$ cat src/rtl/pulse_train_pkg.sv
// -----------------------------------------------------------------------------
// pulse_train_pkg
// Shared definitions for the pulse train generator:
//   - state_t : FSM state encoding (IDLE, HIGH, LOW, GAP)
//   - PTG_CNT_W_DEF / PTG_SET_W_DEF : default field widths
// Optional build macro affecting the block: PULSE_TRAIN_GEN_ABORT_EN
// -----------------------------------------------------------------------------
package pulse_train_pkg;

  typedef enum logic [1:0] {
    IDLE = 2'd0,
    HIGH = 2'd1,
    LOW  = 2'd2,
    GAP  = 2'd3
  } state_t;

  localparam int PTG_CNT_W_DEF = 8;
  localparam int PTG_SET_W_DEF = 4;

endpackage

$ cat src/rtl/ptg_down_counter.sv
// -----------------------------------------------------------------------------
// ptg_down_counter
// Loadable down counter used as the phase timer. Load has priority; otherwise
// the count decrements until it reaches zero and then holds there.
// Ports:
//   clk        : clock, rising edge
//   reset_n    : asynchronous active-low reset (count -> 0)
//   i_load     : load i_load_val on the next edge
//   i_load_val : value to load
//   o_zero     : count is zero (current phase is in its last cycle)
// -----------------------------------------------------------------------------
module ptg_down_counter #(
  parameter int W = 8
) (
  input  logic         clk,
  input  logic         reset_n,
  input  logic         i_load,
  input  logic [W-1:0] i_load_val,
  output logic         o_zero
);

  logic [W-1:0] r_count;

  always_ff @(posedge clk or negedge reset_n) begin
    if (!reset_n) begin
      r_count <= '0;
    end else if (i_load) begin
      r_count <= i_load_val;
    end else if (r_count != '0) begin
      r_count <= r_count - 1'b1;
    end
  end

  assign o_zero = (r_count == '0);

endmodule

$ cat src/rtl/pulse_train_gen.sv
// -----------------------------------------------------------------------------
// pulse_train_gen
// Generates trains of pulses: each train is cfg_sets sets, each set is
// cfg_pulses pulses of (high_len high, low_len low) followed by gap_len idle
// cycles. A train starts on a rising edge of trigger seen while idle.
//
// Protocol: a trigger rising edge sampled at edge k (while idle and not on the
// busy/done tail of a previous train) latches cfg_* and starts a train; pulse
// and busy rise from edge k+1. busy stays high for the whole train; done is a
// one-cycle strobe in the first cycle after busy falls. Trigger edges seen
// while busy or done are dropped, not queued.
//
// Ports:
//   clk, reset_n        : clock / asynchronous active-low reset
//   trigger             : train start request (rising-edge detected)
//   cfg_high_len/low_len/gap_len/pulses (CNT_W), cfg_sets (SET_W)
//   cfg_continuous      : sampled at end of the final set; 1 = restart train
//   abort               : only with PULSE_TRAIN_GEN_ABORT_EN; forces idle
//   pulse, busy, done   : registered outputs
//   set_idx             : 0-based index of the current set
//   dbg_state           : FSM state, for observation
// Optional build macro: PULSE_TRAIN_GEN_ABORT_EN
// -----------------------------------------------------------------------------
module pulse_train_gen
  import pulse_train_pkg::*;
#(
  parameter int CNT_W = PTG_CNT_W_DEF,
  parameter int SET_W = PTG_SET_W_DEF
) (
  input  logic             clk,
  input  logic             reset_n,
  input  logic             trigger,
  input  logic [CNT_W-1:0] cfg_high_len,
  input  logic [CNT_W-1:0] cfg_low_len,
  input  logic [CNT_W-1:0] cfg_gap_len,
  input  logic [CNT_W-1:0] cfg_pulses,
  input  logic [SET_W-1:0] cfg_sets,
  input  logic             cfg_continuous,
`ifdef PULSE_TRAIN_GEN_ABORT_EN
  input  logic             abort,
`endif
  output logic             pulse,
  output logic             busy,
  output logic             done,
  output logic [SET_W-1:0] set_idx,
  output state_t           dbg_state
);

  function automatic logic [CNT_W-1:0] nz_cnt(input logic [CNT_W-1:0] v);
    return (v == '0) ? CNT_W'(1) : v;
  endfunction

  function automatic logic [SET_W-1:0] nz_set(input logic [SET_W-1:0] v);
    return (v == '0) ? SET_W'(1) : v;
  endfunction

  state_t           r_state, w_next;
  logic [CNT_W-1:0] r_high, r_low, r_gap, r_pulses;
  logic [SET_W-1:0] r_sets;
  logic [CNT_W-1:0] r_pidx, w_pidx_nxt;
  logic [SET_W-1:0] r_sidx, w_sidx_nxt;
  logic             r_trig_q, r_armed;
  logic             r_pulse, r_busy, r_done;
  logic [SET_W-1:0] r_set_o;
  logic             w_ld, w_zero, w_start, w_set_end, w_trig_edge;
  logic [CNT_W-1:0] w_ld_val;

  // r_armed is cleared by reset and set once trigger is seen low, so a
  // trigger held through reset release cannot masquerade as a fresh edge.
  assign w_trig_edge = trigger & ~r_trig_q & r_armed;

  ptg_down_counter #(.W(CNT_W)) u_phase_timer (
    .clk        (clk),
    .reset_n    (reset_n),
    .i_load     (w_ld),
    .i_load_val (w_ld_val),
    .o_zero     (w_zero)
  );

  always_comb begin
    w_next     = r_state;
    w_ld       = 1'b0;
    w_ld_val   = '0;
    w_pidx_nxt = r_pidx;
    w_sidx_nxt = r_sidx;
    w_start    = 1'b0;
    w_set_end  = 1'b0;
    case (r_state)
      IDLE: begin
        // r_busy/r_done still high means we are on the tail of a train.
        if (w_trig_edge && !r_busy && !r_done) begin
          w_start    = 1'b1;
          w_next     = HIGH;
          w_ld       = 1'b1;
          w_ld_val   = nz_cnt(cfg_high_len) - 1'b1;
          w_pidx_nxt = '0;
          w_sidx_nxt = '0;
        end
      end
      HIGH: begin
        if (w_zero) begin
          w_next   = LOW;
          w_ld     = 1'b1;
          w_ld_val = r_low - 1'b1;
        end
      end
      LOW: begin
        if (w_zero) begin
          if (r_pidx == r_pulses - 1'b1) begin
            if (r_gap != '0) begin
              w_next   = GAP;
              w_ld     = 1'b1;
              w_ld_val = r_gap - 1'b1;
            end else begin
              w_set_end = 1'b1;
            end
          end else begin
            w_next     = HIGH;
            w_ld       = 1'b1;
            w_ld_val   = r_high - 1'b1;
            w_pidx_nxt = r_pidx + 1'b1;
          end
        end
      end
      GAP: begin
        if (w_zero) begin
          w_set_end = 1'b1;
        end
      end
      default: w_next = IDLE;
    endcase

    if (w_set_end) begin
      w_pidx_nxt = '0;
      if (r_sidx == r_sets - 1'b1) begin
        w_sidx_nxt = '0;
        if (cfg_continuous) begin
          w_next   = HIGH;
          w_ld     = 1'b1;
          w_ld_val = r_high - 1'b1;
        end else begin
          w_next = IDLE;
        end
      end else begin
        w_sidx_nxt = r_sidx + 1'b1;
        w_next     = HIGH;
        w_ld       = 1'b1;
        w_ld_val   = r_high - 1'b1;
      end
    end

`ifdef PULSE_TRAIN_GEN_ABORT_EN
    if (abort) begin
      w_start    = 1'b0;
      w_next     = IDLE;
      w_ld       = 1'b1;
      w_ld_val   = '0;
      w_pidx_nxt = '0;
      w_sidx_nxt = '0;
    end
`endif
  end

  always_ff @(posedge clk or negedge reset_n) begin
    if (!reset_n) begin
      r_state  <= IDLE;
      r_pidx   <= '0;
      r_sidx   <= '0;
      r_trig_q <= 1'b0;
      r_armed  <= 1'b0;
      r_high   <= '0;
      r_low    <= '0;
      r_gap    <= '0;
      r_pulses <= '0;
      r_sets   <= '0;
    end else begin
      r_state  <= w_next;
      r_pidx   <= w_pidx_nxt;
      r_sidx   <= w_sidx_nxt;
      r_trig_q <= trigger;
      if (!trigger) begin
        r_armed <= 1'b1;
      end
      if (w_start) begin
        r_high   <= nz_cnt(cfg_high_len);
        r_low    <= nz_cnt(cfg_low_len);
        r_gap    <= cfg_gap_len;
        r_pulses <= nz_cnt(cfg_pulses);
        r_sets   <= nz_set(cfg_sets);
      end
    end
  end

  // Outputs are registered copies of the state, so they trail the FSM by one
  // cycle; done fires the cycle after the last busy cycle.
  always_ff @(posedge clk or negedge reset_n) begin
    if (!reset_n) begin
      r_pulse <= 1'b0;
      r_busy  <= 1'b0;
      r_done  <= 1'b0;
      r_set_o <= '0;
    end
`ifdef PULSE_TRAIN_GEN_ABORT_EN
    else if (abort) begin
      r_pulse <= 1'b0;
      r_busy  <= 1'b0;
      r_done  <= 1'b0;
      r_set_o <= '0;
    end
`endif
    else begin
      r_pulse <= (r_state == HIGH);
      r_busy  <= (r_state != IDLE);
      r_done  <= (r_state == IDLE) && r_busy;
      r_set_o <= r_sidx;
    end
  end

  assign pulse     = r_pulse;
  assign busy      = r_busy;
  assign done      = r_done;
  assign set_idx   = r_set_o;
  assign dbg_state = r_state;

endmodule

$ cat config.mk
export PLATFORM = sky130hd
export DESIGN_NAME = pulse_train_gen
export DESIGN_NICKNAME = d
export VERILOG_FILES = /design/src/rtl/pulse_train_pkg.sv /design/src/rtl/ptg_down_counter.sv /design/src/rtl/pulse_train_gen.sv
export SDC_FILE = /design/constraint.sdc
export NUM_CORES = 1
export LEC_CHECK = 0
export CAP_MARGIN = 10
export CELL_PAD_IN_SITES_DETAIL_PLACEMENT = 0
export CELL_PAD_IN_SITES_GLOBAL_PLACEMENT = 1
export CORE_ASPECT_RATIO = 1.75
export CORE_MARGIN = 1.5
export CORE_UTILIZATION = 35
export DETAILED_ROUTE_END_ITERATION = 12
export PLACE_DENSITY = 0.83
export SLEW_MARGIN = 20
export SYNTH_ARGS = -nofsm -noshare
export SYNTH_HDL_FRONTEND = slang
export SYNTH_SLANG_ARGS = --single-unit
$ cat constraint.sdc
create_clock -name clk -period 2.3 [get_ports clk]
set_input_delay 0.69 -clock clk [delete_from_list [all_inputs] [get_ports clk]]
set_output_delay 0.69 -clock clk [all_outputs]
set_load 0.02 [all_outputs]
==> impl_summary.txt <==
----------------------------------------------------
[Status]
  Result of the run ... complete, but fails checks
  Violations in the final reports ... DRC, setup timing

[STA]
  Worst Setup Slack, final ... -0.167 ns
  Tightest Pin Transition ... around 0.58 ns
  Final period util ... 107%
  Peak Freq ... around 0.41 GHz
  Final min period ... 2.47 ns
  Worst Skew ... around 0.008 ns
  Hold Violations, Final ... 0
  Setup repair after global routing missed its margin ... true
  Max Slew Vio Count ... 0
  Finish-stage setup viols ... 16
  Tightest hold margin ... between 0.3 and 0.4 ns
  Worst max-slew margin expressed relative to the limit ... about three fifths

[Layout]
  Antenna diode count ... 0
  Final layout net count ... 666
  Filler cell count in the final layout ... roughly 1,100
  Filler-free cell count of the finished design ... approximately 750
  Area Overhead vs Synth ... 44.4%
  Layout cell share with drive strength beyond 1 ... approximately a quarter

[Critical path]
  Cells along the critical path ... inv_2 -> ha_4 -> or3b_4 -> or3_4 -> nor3_4 -> nand2_2 -> buf_6 -> o311a_1 -> o221ai_2
  Required @ worst endpoint ... between 2 and 3 ns
  Data arrival time of the critical path ... between 2 and 3 ns
  Worst reg2reg startpoint ... u_phase_timer.r_count[0]$_DFFE_PN0P_
  End of the worst register-to-register path ... u_phase_timer.r_count[0]$_DFFE_PN0P_
  Setup Crit Path Kind ... register to register
  Standard cell with the maximum stage delay on the critical path ... sky130_fd_sc_hd__or3_4
  Type of element capturing the critical path ... register
  Setup crit start ... u_phase_timer.r_count[0]$_DFFE_PN0P_
  Length in cells of the worst reg-to-reg path ... 9
  Startpoint class of the critical path ... register
  Crit path max fanout ... 4
  R2R Setup Slk ... -0.17 ns
  Largest stage delay on the critical path ... around 0.41 ns

[Detailed routing]
  DRC violation total after the first TritonRoute iteration ... between 200 and 300
  Overall via count from detail_route ... ~4,000
  Detail-routed net length per standard cell ... around 15 um
  Post-detailed-routing wire length ... 11,500 um
  Post-route ant nets ... 0
  Vias per std cell ... approximately 5.3
  Post-detailed-route DRC marker count ... 4
  Detailed-router iteration count before antenna repair ... 8

[Floorplanning]
  # rows ... between 50 and 60
  Die Wd ... 85.6 um
  Initial standard-cell utilization of the core ... a little over a third
  Top Ports ... 49
  Die boundary height ... around 150 um
  Die outline area ... around 13,000 sq um
  Core box area ... approximately 12,000 sq um

[Clock network]
  CTS clock-pin slew for the worst setup and hold paths ... about 0.060 ns
  CTS tree ... yes
  Root buffer cell ... sky130_fd_sc_hd__clkbuf_16
  Buffer levels on the longest clock path ... 2
  CTS sink count ... 67
  Num CTS Buffers ... 9
  Clk_lat worst skew ... 0.33 ns
  # H-tree levels ... 3

[Global route]
  Via count of the first global-routing pass ... about 4,000
  Wire length of the first global-routing pass ... 18,900 um
  Grt ovf ... 0
  Number of antenna violations at the first check in global routing ... 0
  Total GRT Usage ... about a fifth
  Pin count of the biggest net entering global routing ... 68

[Power and ir drop]
  Maximum vdd drop ... slightly above 500 uV
  Pleak ... approximately 0.0026 uW
  Power per unit of standard cell area ... approximately 1200 nW/um^2

[Logic synthesis]
  Yosys cell types ... 64
  Commonest cells in the synthesized netlist ... sky130_fd_sc_hd__nand2_1 (104), sky130_fd_sc_hd__dfrtp_1 (67), sky130_fd_sc_hd__xnor2_1 (29), sky130_fd_sc_hd__o21ai_0 (28), sky130_fd_sc_hd__nor2_1 (27)
  Cell with the most instances after synthesis ... sky130_fd_sc_hd__nand2_1
  Average size of a mapped cell ... between 8 and 9 sq um
  Share of synthesized cell area in full adder, half adder and majority cells ... under 10%
  Count of yosys warnings during synthesis ... 0
  Post-Synth XOR/XNOR Area ... under 10%
  Synthesized netlist net count ... 540
  Synth Register Bits ... 67
  Cells after synthesis ... about 490
  Sequential cell area fraction in the yosys report ... between 40% and 50%
  Top area cells in the synthesized netlist ... sky130_fd_sc_hd__dfrtp_1 (40%), sky130_fd_sc_hd__nand2_1 (9.3%), sky130_fd_sc_hd__xnor2_1 (6.1%), sky130_fd_sc_hd__ha_1 (4.5%), sky130_fd_sc_hd__o21ai_0 (3.4%)
  Netlist area before placement ... between 4000 and 5000 sq um
  Mux share of post-synthesis cell area ... 0.240%
  Async SR Flop Fraction ... between 90% and 100%
  Number of synthesized flops with an enable pin ... 0
  Synthesized-area fraction occupied by ao, oa, aoi and oai cells ... approximately 15%
  Simple logic cell fraction of the synthesized area ... 27.2%
  Area share of the leading cell type in the synthesized netlist ... around two fifths
  Cell type with the largest total area after synthesis ... sky130_fd_sc_hd__dfrtp_1
  Predominant post-synthesis flop cell ... sky130_fd_sc_hd__dfrtp_1
  Combinational family with the most area after synthesis ... simple AND/OR/NAND/NOR gates

[Job]
  Number of max-capacitance violations reported ... 0

[Place]
  Gp weighted congestion ... 0.882
  Count of placed standard cells including taps ... 728
  HPWL reported at the end of detailed placement ... between 8000 and 9000 um
  Number of port buffers ... 48
  Post-Place Worst Slack ... -0.363 ns

[Hold path]
  Class of the most critical hold timing path ... primary input to async pin

----------------------------------------------------
==> worst max-delay path: cells and delay by family (launching register included) <==
family	cells	cell delay, ns
AND/OR/NAND/NOR	4	1.17
buffers and inverters	2	0.22
flip-flops	1	0.38
AO/OA/AOI/OAI	2	0.48
adder cells (fa/ha/maj)	1	0.13
==> sequential cells by signal, summed over array words and instances, names as in the netlist <==
| signal | count |
|---|---|
| r_gap | 8 |
| r_high | 8 |
| r_low | 8 |
| r_pidx | 8 |
| r_pulses | 8 |
| u_phase_timer.r_count | 8 |
| r_sets | 4 |
| r_sidx | 4 |
| set_idx | 4 |
| dbg_state | 2 |
| busy | 1 |
| done | 1 |
| pulse | 1 |
| r_armed | 1 |
| r_trig_q | 1 |
==> cells by family after synthesis <==
group / Yosys count
DFF: 67
AOI/OAI and AO/OA: 91
buffers and inverters: 37
and+or+nand+nor: 229
muxes: 1
xor gates and xnor gates: 45
adders and majority gates: 15
==> timing repair <==
item,4_1_cts,5_1_grt
gates cloned,0,1
pin swaps,5,17
setup buffers,2,4
resized for setup,31,42
hold buffers,0,0
hold endpoints to repair,0,0
endpoints found under the setup margin,21,22
==> report_power, final <==
part / total [uW] / leakage (uW) / internal, uW / switching (uW)
combinational: 3540 / 0.00160 / 1670 / 1870
clock: 1350 / 0.000145 / 862 / 489
sequential: 2160 / 0.000831 / 1670 / 483
total: 7050 / 0.00258 / 4210 / 2840
==> per-layer routing <==
metal | routed length [um] | vias to the layer above | track usage, % | part of all wire (%)
met5 | 0 | - | 0 | 0
met4 | 338 | 0 | 9.19 | 2.9
met3 | 300 | 23 | 2.51 | 2.6
met2 | 6290 | 86 | 33.7 | 55
met1 | 4580 | 1931 | 21.6 | 40
li1 | - | 1975 | - | -
==> final cells by class <==
type,count,area (sq um),share of cell area [%]
multi-input combinational,381,2640,43.8
sequential,67,1680,27.8
timing repair buffer,130,1170,19.4
clock buffer,11,243,4.02
tap,135,169,2.80
inverter,22,82.6,1.37
clock inverter,5,52.6,0.871
==> how the worst max path moves through the flow <==
| stage | endpoint | slack (ns) | cells after the start |
|---|---|---|---|
| CTS | u_phase_timer.r_count[1]$_DFFE_PN0P_ | -0.1 | 9 |
| global route | u_phase_timer.r_count[7]$_DFFE_PN0P_ | -0.28 | 10 |
| detailed placement | u_phase_timer.r_count[6]$_DFFE_PN0P_ | -0.36 | 11 |
| floorplan | r_pidx[4]$_DFFE_PN0P_ | 0.0007 | 9 |
| global placement | u_phase_timer.r_count[6]$_DFFE_PN0P_ | -0.28 | 11 |
| finish | u_phase_timer.r_count[0]$_DFFE_PN0P_ | -0.17 | 9 |
==> placed cells by master (no fill, tap or decap), types with 9 or more instances in the layout <==
cell	count
sky130_fd_sc_hd__xor2_1	16
sky130_fd_sc_hd__o21ai_0	20
sky130_fd_sc_hd__xnor2_1	29
sky130_fd_sc_hd__nor3_1	16
sky130_fd_sc_hd__inv_1	18
sky130_fd_sc_hd__nor2_1	25
sky130_fd_sc_hd__clkbuf_16	9
sky130_fd_sc_hd__clkdlybuf4s50_1	47
sky130_fd_sc_hd__nand2_1	101
sky130_fd_sc_hd__ha_1	12
sky130_fd_sc_hd__buf_4	71
sky130_fd_sc_hd__dfrtp_1	66
sky130_fd_sc_hd__a21oi_1	9
sky130_fd_sc_hd__nor4_1	9
sky130_fd_sc_hd__nand3_1	15
==> metrics by stage <==
stage | util, % | area [sq um] | TNS [ns] | total power [uW]
3_5_place_dp | 46.4 | 5370 | -3.50 | 5270
6_report | 52.1 | 6030 | -1.31 | 7050
5_1_grt | 52.1 | 6030 | -2.85 | 7570
4_1_cts | 50.0 | 5800 | -0.681 | 6800
2_1_floorplan | - | 4180 | 0 | 4050
3_3_place_gp | 46.4 | 5370 | -2.60 | 5180
(Power assumes the default switching activity.)
